===== config.mk =====
export PLATFORM = sky130hd
export DESIGN_NAME = alu_seq
export DESIGN_NICKNAME = d
export VERILOG_FILES = /design/src/rtl/alu_seq.sv
export SDC_FILE = /design/constraint.sdc
export NUM_CORES = 1
export LEC_CHECK = 0
export ABC_AREA = 1
export CAP_MARGIN = 0
export CORE_MARGIN = 1
export CORE_UTILIZATION = 54
export DETAILED_ROUTE_END_ITERATION = 12
export PLACE_DENSITY = 0.77
export SYNTH_ARGS = -nofsm -noshare
export SYNTH_HDL_FRONTEND = slang
export SYNTH_SLANG_ARGS = --single-unit

===== constraint.sdc =====
create_clock -name clk -period 3 [get_ports clk]
set_input_delay 0.3 -clock clk [delete_from_list [all_inputs] [get_ports clk]]
set_output_delay 0.3 -clock clk [all_outputs]
set_load 0.005 [all_outputs]

===== src/rtl/alu_seq.sv =====
// Handshaked signed ALU with a registered, sign-extended 2*WIDTH result.
// Multiply is iterative shift-add on operand magnitudes, one multiplier bit per cycle.
module alu_seq #(
    parameter int WIDTH = 8
) (
    input  logic               clk,
    input  logic               rst,
    input  logic               valid_i,
    output logic               ready_o,
    input  logic [2:0]         mode_i,
    input  logic [WIDTH-1:0]   op_a_i,
    input  logic [WIDTH-1:0]   op_b_i,
    input  logic               sigma_n_i,
    output logic               valid_o,
    output logic [2*WIDTH-1:0] res_o
);

    localparam int RES_W = 2 * WIDTH;
    localparam int SH_W  = $clog2(WIDTH);
    localparam int CNT_W = $clog2(WIDTH + 1);

    localparam logic [2:0] MODE_ADD_ONE = 3'd0;
    localparam logic [2:0] MODE_SUB_ONE = 3'd1;
    localparam logic [2:0] MODE_ADD_SUB = 3'd2;
    localparam logic [2:0] MODE_MUL     = 3'd3;
    localparam logic [2:0] MODE_SHR     = 3'd5;

    localparam logic [0:0] S_IDLE = 1'b0;
    localparam logic [0:0] S_MUL  = 1'b1;

    logic [0:0]              state;
    logic [RES_W-1:0]        mcand;
    logic [WIDTH-1:0]        mplier;
    logic [RES_W-1:0]        acc;
    logic                    sign;
    logic [CNT_W-1:0]        cnt;

    logic signed [RES_W-1:0] a_ext;
    logic signed [RES_W-1:0] b_ext;
    logic [SH_W-1:0]         shamt;
    logic [RES_W-1:0]        alu_res;
    logic [WIDTH-1:0]        abs_a;
    logic [WIDTH-1:0]        abs_b;
    logic [RES_W-1:0]        acc_next;
    logic [RES_W-1:0]        prod_signed;

    assign ready_o = (state == S_IDLE);

    // Widening first means no mode can overflow the result.
    always_comb begin
        a_ext   = {{WIDTH{op_a_i[WIDTH-1]}}, op_a_i};
        b_ext   = {{WIDTH{op_b_i[WIDTH-1]}}, op_b_i};
        shamt   = op_b_i[SH_W-1:0];
        alu_res = '0;
        case (mode_i)
            MODE_ADD_ONE: alu_res = a_ext + RES_W'(1);
            MODE_SUB_ONE: alu_res = a_ext - RES_W'(1);
            MODE_ADD_SUB: alu_res = sigma_n_i ? (a_ext - b_ext) : (a_ext + b_ext);
            MODE_SHR:     alu_res = a_ext >>> shamt;
            default:      alu_res = '0;
        endcase
    end

    // The most negative operand's magnitude still fits as an unsigned WIDTH-bit value.
    always_comb begin
        abs_a       = op_a_i[WIDTH-1] ? (~op_a_i + WIDTH'(1)) : op_a_i;
        abs_b       = op_b_i[WIDTH-1] ? (~op_b_i + WIDTH'(1)) : op_b_i;
        acc_next    = acc + (mplier[0] ? mcand : '0);
        prod_signed = sign ? (~acc_next + RES_W'(1)) : acc_next;
    end

    always_ff @(posedge clk) begin
        if (rst) begin
            state   <= S_IDLE;
            res_o   <= '0;
            valid_o <= 1'b0;
            mcand   <= '0;
            mplier  <= '0;
            acc     <= '0;
            sign    <= 1'b0;
            cnt     <= '0;
        end else begin
            valid_o <= 1'b0;
            case (state)
                S_IDLE: begin
                    if (valid_i) begin
                        if (mode_i == MODE_MUL) begin
                            mcand  <= {{WIDTH{1'b0}}, abs_a};
                            mplier <= abs_b;
                            sign   <= op_a_i[WIDTH-1] ^ op_b_i[WIDTH-1];
                            acc    <= '0;
                            cnt    <= CNT_W'(WIDTH);
                            state  <= S_MUL;
                        end else begin
                            res_o   <= alu_res;
                            valid_o <= 1'b1;
                        end
                    end
                end
                S_MUL: begin
                    acc    <= acc_next;
                    mcand  <= mcand << 1;
                    mplier <= mplier >> 1;
                    cnt    <= cnt - CNT_W'(1);
                    // Always runs all WIDTH bits, so latency is fixed.
                    if (cnt == CNT_W'(1)) begin
                        res_o   <= prod_signed;
                        valid_o <= 1'b1;
                        state   <= S_IDLE;
                    end
                end
                default: state <= S_IDLE;
            endcase
        end
    end

endmodule


==> results of run 1 <==
[worst min-delay path by stage]
stage | endpoint | slack, ps | depth (start not counted)
2_1_floorplan | mcand[15] | 440 | 2
6_report | mcand[15] | 470 | 2
4_1_cts | mcand[15] | 470 | 2
3_3_place_gp | mcand[15] | 450 | 2
3_5_place_dp | mcand[15] | 460 | 2
5_1_grt | mcand[10] | 490 | 2
[stage by stage]
stage	hold WS, ps	total power, mW	area, um^2
global route	489	2.32	6320
detailed placement	460	1.35	6020
finish	467	2.23	6320
global placement	447	1.34	6020
CTS	471	2.22	6250
floorplan	441	1.14	5270
[cells by family (layout without fill, tap and decap cells)]
kind of cell | after synthesis | in the layout
flip-flops | 63 | 63
adder cells (fa/ha/maj) | 32 | 32
XOR/XNOR | 11 | 11
AND/OR/NAND/NOR | 432 | 432
AO/OA/AOI/OAI | 179 | 179
buffers and inverters | 149 | 221
[power by group]
group / internal (mW) / switching [mW]
clock: 0.495 / 0.377
combinational: 0.208 / 0.264
sequential: 0.864 / 0.0173
[per-layer routing]
| layer | routed length, um | global-route usage | vias to the layer above |
|---|---|---|---|
| met4 | 746 | 0.177 | 0 |
| met3 | 714 | 0.0492 | 55 |
| li1 | - | - | 2971 |
| met1 | 6310 | 0.352 | 2711 |
| met2 | 8000 | 0.602 | 183 |
| met5 | 0 | 0 | - |
[cell usage after synthesis (3+ instances only)]
master,instances
sky130_fd_sc_hd__o211ai_1,12
sky130_fd_sc_hd__inv_1,112
sky130_fd_sc_hd__buf_2,4
sky130_fd_sc_hd__nor2_4,4
sky130_fd_sc_hd__o21ai_1,3
sky130_fd_sc_hd__nor3_1,6
sky130_fd_sc_hd__clkbuf_1,26
sky130_fd_sc_hd__a31oi_1,15
sky130_fd_sc_hd__dfxtp_1,63
sky130_fd_sc_hd__nand4_1,9
sky130_fd_sc_hd__o21ai_0,58
sky130_fd_sc_hd__nand3_2,7
sky130_fd_sc_hd__xor2_1,9
sky130_fd_sc_hd__ha_1,30
sky130_fd_sc_hd__inv_2,3
sky130_fd_sc_hd__nor2_1,50
sky130_fd_sc_hd__nand3_1,53
sky130_fd_sc_hd__nor2_2,5
sky130_fd_sc_hd__or2_2,4
sky130_fd_sc_hd__nand2_2,17
sky130_fd_sc_hd__nand3b_1,10
sky130_fd_sc_hd__a21oi_1,72
sky130_fd_sc_hd__nand2_1,262
sky130_fd_sc_hd__o22ai_1,4
[worst register-to-register path: stages, from the launching register on]
cell and delay [ps]:
sky130_fd_sc_hd__dfxtp_1 390, sky130_fd_sc_hd__nand2_1 70, sky130_fd_sc_hd__inv_1 50, sky130_fd_sc_hd__ha_1 220
sky130_fd_sc_hd__fa_1 460, sky130_fd_sc_hd__inv_1 120, sky130_fd_sc_hd__ha_1 180, sky130_fd_sc_hd__inv_1 70
sky130_fd_sc_hd__nor2_2 140, sky130_fd_sc_hd__nand3_2 110, sky130_fd_sc_hd__nor2_1 110, sky130_fd_sc_hd__nand2_1 70
sky130_fd_sc_hd__nand2_2 90, sky130_fd_sc_hd__nand2_4 80, sky130_fd_sc_hd__nor2_4 140, sky130_fd_sc_hd__nand2_1 70
sky130_fd_sc_hd__nand2_1 50, sky130_fd_sc_hd__nand3_1 80, sky130_fd_sc_hd__a21oi_1 130
[cell type report]
cell class	instances	share of cell area
Tap cell	129	0.0255
Sequential cell	63	0.200
Timing Repair Buffer	90	0.124
Inverter	115	0.0687
Clock buffer	10	0.0218
Clock inverter	6	0.0144
Multi-Input combinational cell	654	0.547
[registers in the layout (all words and copies together), names as in the netlist]
signal   cells
cnt          4
mplier       8
mcand       16
state        1
sign         1
valid_o      1
acc         16
res_o       16
[timing repair]
item	CTS	global route
buffers inserted	0	4
endpoints found under the setup margin	0	9
gates resized for setup	0	14
==> qor.log, run 1 <==
[timing] number of setup violations in the final report 0
[placed_design] hpwl dp 12.2 mm
[die] CORE AREA 0.00933 mm^2
[synth] number of distinct library cells after synthesis 47
[timing] Max Fclk 358 MHz
[cells_and_area] Antenna Cells 0
[power] Power Density 352 mW/mm^2
[global_routing] via count of the first global-routing pass 5759
[worst_setup_path] minimum setup slack among reg-to-reg paths 310 ps
[die] die area 0.0102 mm^2
[timing] time the final worst path needs with I/O delays and setup 2800 ps
[synth] post-synthesis simple-gate area fraction 0.363
[timing] Slew headroom 0.497
[timing] final hold viol count 0
[cells_and_area] number of inserted filler cells in the final layout 851
[drt] number of DRC markers in iteration 0 248
[die] initial standard-cell utilization of the core 0.565
[synth] Primary FF master, synth sky130_fd_sc_hd__dfxtp_1
[global_routing] Congestion Overflow GR 0
[clock_network] clock tree from TritonCTS done
[drt] iteration count of the initial detailed-routing pass 5
[clock_network] quantity of hold-fixing buffers added after cts 0
[global_routing] first-pass GRT wire length 25.8 mm
[worst_setup_path] Worst path depth 18
[synth] main combinational cell family by area after synthesis simple AND/OR/NAND/NOR gates
[worst_setup_path] chain of cells forming the critical path clkdlybuf4s50_1 > inv_2 > nand2_2 > nor3_2 > buf_4 > buf_4 > xor2_1 > nand2_1 > o21ai_0 > ha_1 > buf_4 > buf_4 > a21oi_1 > nand2_1 > nand3_1 > o2111ai_1 > a21oi_1 > nor2_1
[worst_setup_path] CP Launch Type primary input
[placed_design] Post-Place Cells 1047
[synth] Post-synth EDFFs 0
[synth] Compound-Gate Fraction of Synth Area 0.190
[synth] mux cell area share after synthesis 0
[timing] post-route fraction of the period consumed by the critical path 0.932
[timing] slew of the pin with the lowest slew margin 754 ps
[timing] pins over their slew limit 0
[clock_network] root buffer selected by CTS sky130_fd_sc_hd__clkbuf_8
[worst_setup_path] Crit-path slowest cell sky130_fd_sc_hd__clkdlybuf4s50_1
[clock_network] register clock-pin slew on the reported worst setup and hold paths 90 ps
[clock_network] clock insertion delay at the later pin of the skew report 360 ps
[cells_and_area] most frequent standard cell in the layout excluding fill and tap cells sky130_fd_sc_hd__nand2_1
[worst_setup_path] Worst path top cell family by delay buffers and inverters
[timing] worst setup slack after layout 204 ps
[clock_network] maximum level of the CTS H-tree 3
[synth] net count after synthesis 921
[cells_and_area] area grow syn2layout 20.0%
[synth] Gate Count Post-Synth 866
[cells_and_area] fin cells 1067
[die] die height 101 um
[drt] post-detailed-route via-to-cell ratio 5.55
[die] IO Count 41
[cells_and_area] core utilization of the finished layout 0.678
[placed_design] worst setup slack before clock tree synthesis -344 ps
[drt] number of nets still failing antenna checks after routing 0
[drt] via count 5920
[cells_and_area] most frequent cells in the layout 260 x sky130_fd_sc_hd__nand2_1, 110 x sky130_fd_sc_hd__inv_1, 70 x sky130_fd_sc_hd__a21oi_1, 63 x sky130_fd_sc_hd__dfxtp_1, 58 x sky130_fd_sc_hd__o21ai_0
[power] leakage component of the power 3.07 nW
[global_routing] largest net degree at the start of global routing 42
[placed_design] weighted congestion at the end of routability-driven global placement 0.999
[synth] arithmetic-cell share of the synthesized area counting full adders, half adders and majority gates 0.0789
[synth] sequential area share after synthesis 0.239
[synth] xor/xnor cell area share of the yosys netlist 0.0183
[worst_setup_path] critical path capture point type register
[timing] setup_tns 0 ps
[global_routing] antenna violations before repair 0
[worst_setup_path] capturing instance or port of the critical path res_o[6]
[cells_and_area] area occupied by multi-input gates 0.00345 mm^2
[worst_setup_path] delay of the slowest cell on the worst path 430 ps
[clock_network] CTS max path bufs 2
[global_routing] global-route usage over all layers 0.324
[placed_design] count of input and output buffers 40
[power] peak supply drop 0.000262 V
[synth] cell type with the highest aggregate area in the netlist sky130_fd_sc_hd__dfxtp_1
[cells_and_area] Nets 988
[die] die boundary width 101 um
[hold_path] Min-Delay Path Class register to register
[clock_network] Sinks on Clock Net 63
[clock_network] number of CTS-inserted buffers 9
[flow_run] max capacitance violation total 0
[synth] synth warn 0
[worst_setup_path] largest fanout on the critical path 3
[synth] synthesized area 0.00527 mm^2
[synth] synthesized area per cell 6.08 um^2
[drt] WL final 15.8 mm
[synth] share of synthesized registers carrying an async set or reset 0
[worst_setup_path] count of buffer and inverter cells on the critical path 6
[drt] DRC violation count after routing 0
[worst_setup_path] depth of the most critical reg-to-reg path 18
[timing] post-route clock skew 19.9 ps
[cells_and_area] fraction of layout instances using a drive strength above 1 0.127
[die] Cell Rows 35
[status] status finished clean
[hold_path] beginning of the worst hold path mcand[14]
[worst_setup_path] WP data required 3240 ps
[drt] WL per Instance 14.8 um
[worst_setup_path] cell repeated most along the worst path sky130_fd_sc_hd__buf_4
[worst_setup_path] reg-to-reg endpoint res_o[14]
[synth] top post-synthesis cells by area sky130_fd_sc_hd__dfxtp_1 24%, sky130_fd_sc_hd__nand2_1 19%, sky130_fd_sc_hd__inv_1 8.0%, sky130_fd_sc_hd__ha_1 7.1%, sky130_fd_sc_hd__a21oi_1 6.8%
[worst_setup_path] Setup CP Type primary input to register
[worst_setup_path] worst flop-to-flop path startpoint mplier[0]
[synth] Seq cells post-synth 63
[worst_setup_path] worst path arrival time 3040 ps
[worst_setup_path] source of the critical timing path op_b_i[0]
[synth] post-synth top area share 0.239
[cells_and_area] area taken by flip-flops and latches 0.00126 mm^2
Power figures use the tool's default switching activity.
==> run 2: changes to the inputs <==
CORE_MARGIN = not set   (was 1)
==> results of run 2 <==
No change in the layout: final DEF, timing and power equal those of run 1.
==> run 3: changes to the inputs <==
SKIP_CTS_REPAIR_TIMING = 1   (was not set)
clock period = 2.5 ns   (was 3 ns; I/O delays follow)
==> run 3 against run 2 <==
- the flow now finishes with violations (setup timing)
- sequential share of layout area shrank 1.2 points
- combinational power grew 28%
- routed wire length grew 5.3%
- global-route usage grew 0.40 points
- flip-flop and latch count is the same
- total power grew 20%
- via count grew 3.3%
- critical path depth shrank 1
- die area is the same
- clock skew shrank 5.3 ps
- design area grew 7.1%
- worst setup slack lost 220 ps
- critical endpoint is now res_o[15]
- largest power group unchanged
- highest routed layer unchanged
==> qor.log, run 3 (synthesis results as in run 1) <==
[status] status finished, violations left
[status] failing checks setup timing
[global_routing] global-route usage over all layers 0.328
[clock_network] root buffer selected by CTS sky130_fd_sc_hd__clkbuf_8
[clock_network] maximum level of the CTS H-tree 3
[clock_network] number of CTS-inserted buffers 9
[global_routing] largest net degree at the start of global routing 42
[worst_setup_path] critical path capture point type register
[timing] Slew headroom 0.573
[hold_path] Min-Delay Path Class primary input to register
[power] Power Density 396 mW/mm^2
[timing] post-route worst hold slack 457 ps
[die] die area 0.0102 mm^2
[worst_setup_path] worst path arrival time 2780 ps
[die] die boundary width 101 um
[worst_setup_path] largest fanout on the critical path 4
[cells_and_area] most frequent standard cell in the layout excluding fill and tap cells sky130_fd_sc_hd__nand2_1
[cells_and_area] number of inserted filler cells in the final layout 795
[power] peak supply drop 0.000267 V
[worst_setup_path] Worst path top cell family by delay simple AND/OR/NAND/NOR gates
[placed_design] count of input and output buffers 40
[die] IO Count 41
[power] combinational cell fraction of total power 0.225
[timing] unrepaired setup endpoints after global routing yes
[drt] DRC violation count after routing 0
[global_routing] Congestion Overflow GR 0
[global_routing] antenna violations before repair 0
[clock_network] clock insertion delay at the later pin of the skew report 340 ps
[worst_setup_path] count of buffer and inverter cells on the critical path 1
[worst_setup_path] Crit-path slowest cell sky130_fd_sc_hd__fa_2
[drt] number of DRC markers in iteration 0 273
[drt] number of nets still failing antenna checks after routing 0
[cells_and_area] area occupied by multi-input gates 0.00366 mm^2
[power] relative contribution of sequential cells to total power 0.395
[clock_network] register clock-pin slew on the reported worst setup and hold paths 70 ps
[power] leakage component of the power 3.26 nW
[placed_design] hpwl dp 12.8 mm
[power] Cell Int Power 1.90 mW
[worst_setup_path] cell repeated most along the worst path sky130_fd_sc_hd__nor2_4
[power] Psw 0.782 mW
[die] initial standard-cell utilization of the core 0.565
[placed_design] Post-Place Cells 1073
[cells_and_area] Nets 1019
[worst_setup_path] chain of cells forming the critical path nand2_2 > inv_2 > ha_4 > fa_2 > nor2_2 > nor2_4 > nor2_4 > nand3_2 > nor2_4 > nand3_2 > nor2_4 > nand2_2 > nand2_2 > nand2_1 > nand2_1 > nand3_1 > a21oi_1
[die] die height 101 um
[cells_and_area] fin cells 1098
[worst_setup_path] WP data required 2770 ps
[timing] slew of the pin with the lowest slew margin 639 ps
[placed_design] weighted congestion at the end of routability-driven global placement 1.01
[timing] time the final worst path needs with I/O delays and setup 2510 ps
[timing] Max Fclk 398 MHz
[drt] post-detailed-route via-to-cell ratio 5.57
[clock_network] Sinks on Clock Net 63
[worst_setup_path] CP Launch Type register
[global_routing] first-pass GRT wire length 26.2 mm
[timing] number of setup violations in the final report 2
[clock_network] CTS max path bufs 2
[timing] post-route fraction of the period consumed by the critical path 1.01
[cells_and_area] registers with the most flip-flops acc: 16 flops, mcand: 16 flops, res_o: 16 flops
[worst_setup_path] Setup CP Type register to register
[cells_and_area] Antenna Cells 0
[timing] pins over their slew limit 0
[global_routing] via count of the first global-routing pass 5756
[drt] WL final 16.6 mm
[drt] iteration count of the initial detailed-routing pass 5
[clock_network] clock tree from TritonCTS done
[cells_and_area] area grow syn2layout 28.5%
[cells_and_area] most frequent cells in the layout 256 x sky130_fd_sc_hd__nand2_1, 103 x sky130_fd_sc_hd__inv_1, 80 x sky130_fd_sc_hd__buf_4, 63 x sky130_fd_sc_hd__a21oi_1, 61 x sky130_fd_sc_hd__dfxtp_1
[cells_and_area] fraction of layout instances using a drive strength above 1 0.194
[die] CORE AREA 0.00933 mm^2
[drt] via count 6117
[flow_run] max capacitance violation total 0
[drt] WL per Instance 15.1 um
[timing] worst setup slack after layout -12.9 ps
[worst_setup_path] delay of the slowest cell on the worst path 400 ps
[die] Cell Rows 35
[timing] final hold viol count 0
[cells_and_area] area taken by flip-flops and latches 0.00127 mm^2
[power] Clock Power Share 0.380
[power] proportion of total power due to net switching 0.292
[timing] post-route clock skew 14.6 ps
[run 3: cell types whose count changed in the layout (fill, tap and decap cells not counted), moves of 5 or more]
cell | previous run | this run
sky130_fd_sc_hd__inv_1 | 110 | 103
sky130_fd_sc_hd__ha_4 | 0 | 7
sky130_fd_sc_hd__inv_2 | 4 | 11
sky130_fd_sc_hd__a21oi_2 | 3 | 10
sky130_fd_sc_hd__ha_1 | 30 | 22
sky130_fd_sc_hd__a21oi_1 | 70 | 63
sky130_fd_sc_hd__clkdlybuf4s50_1 | 38 | 33
sky130_fd_sc_hd__buf_4 | 50 | 80
sky130_fd_sc_hd__o21ai_0 | 58 | 53
[run 3: worst reg2reg max path, cell delays in order (launching register included)]
cell	delay (ps)
sky130_fd_sc_hd__dfxtp_4	360
sky130_fd_sc_hd__nand2_2	70
sky130_fd_sc_hd__inv_2	50
sky130_fd_sc_hd__ha_4	150
sky130_fd_sc_hd__fa_2	400
sky130_fd_sc_hd__nor2_2	190
sky130_fd_sc_hd__nor2_4	90
sky130_fd_sc_hd__nor2_4	140
sky130_fd_sc_hd__nand3_2	100
sky130_fd_sc_hd__nor2_4	140
sky130_fd_sc_hd__nand3_2	120
sky130_fd_sc_hd__nor2_4	160
sky130_fd_sc_hd__nand2_2	70
sky130_fd_sc_hd__nand2_2	70
sky130_fd_sc_hd__nand2_1	50
sky130_fd_sc_hd__nand2_1	50
sky130_fd_sc_hd__nand3_1	90
sky130_fd_sc_hd__a21oi_1	160
[run 3: power groups by stage]
stage / Combinational, mW / Sequential [mW] / Clock [mW]
floorplan: 0.302 / 1.08 / 0
global placement: 0.562 / 1.08 / 0
detailed placement: 0.571 / 1.08 / 0
CTS: 0.575 / 1.06 / 1.03
global route: 0.664 / 1.06 / 1.07
finish: 0.602 / 1.06 / 1.02
[run 3: layout make-up]
cell class,count,area share
Multi-Input combinational cell,654,0.540
Sequential cell,63,0.187
Timing Repair Buffer,121,0.150
Inverter,115,0.0645
Tap cell,129,0.0238
Clock buffer,10,0.0203
Clock inverter,6,0.0137
[run 3: final timing paths]
check / endpoint / slack, ps / cells after the start / start
worst max-delay path: res_o[15] / -10 / 17 / mplier[0]
worst min-delay path: mplier[0] / 460 / 4 / op_b_i[0]
worst max register to register: res_o[15] / -10 / 17 / mplier[0]
worst min register to register: mcand[15] / 470 / 2 / mcand[15]
[run 3: per-layer routing]
layer	vias up	global-route usage	routed length, um
li1	3031	-	-
met1	2791	0.376	6900
met2	238	0.593	8050
met3	57	0.0506	1010
met4	0	0.162	649
met5	-	0	0
[run 3: stage by stage]
| step | total power [mW] | TNS, ps | cell area (um^2) | util | worst slack, ps |
|---|---|---|---|---|---|
| final | 2.68 | -15.8 | 6770 | 0.726 | -12.9 |
| after global routing | 2.80 | -766 | 6770 | 0.726 | -147 |
| after detailed placement | 1.65 | -7800 | 6260 | 0.672 | -684 |
| after floorplan | 1.38 | 0 | 5340 | - | 1.07 |
| after CTS | 2.66 | -3270 | 6490 | 0.696 | -364 |
| after global placement | 1.64 | -6800 | 6260 | 0.672 | -599 |
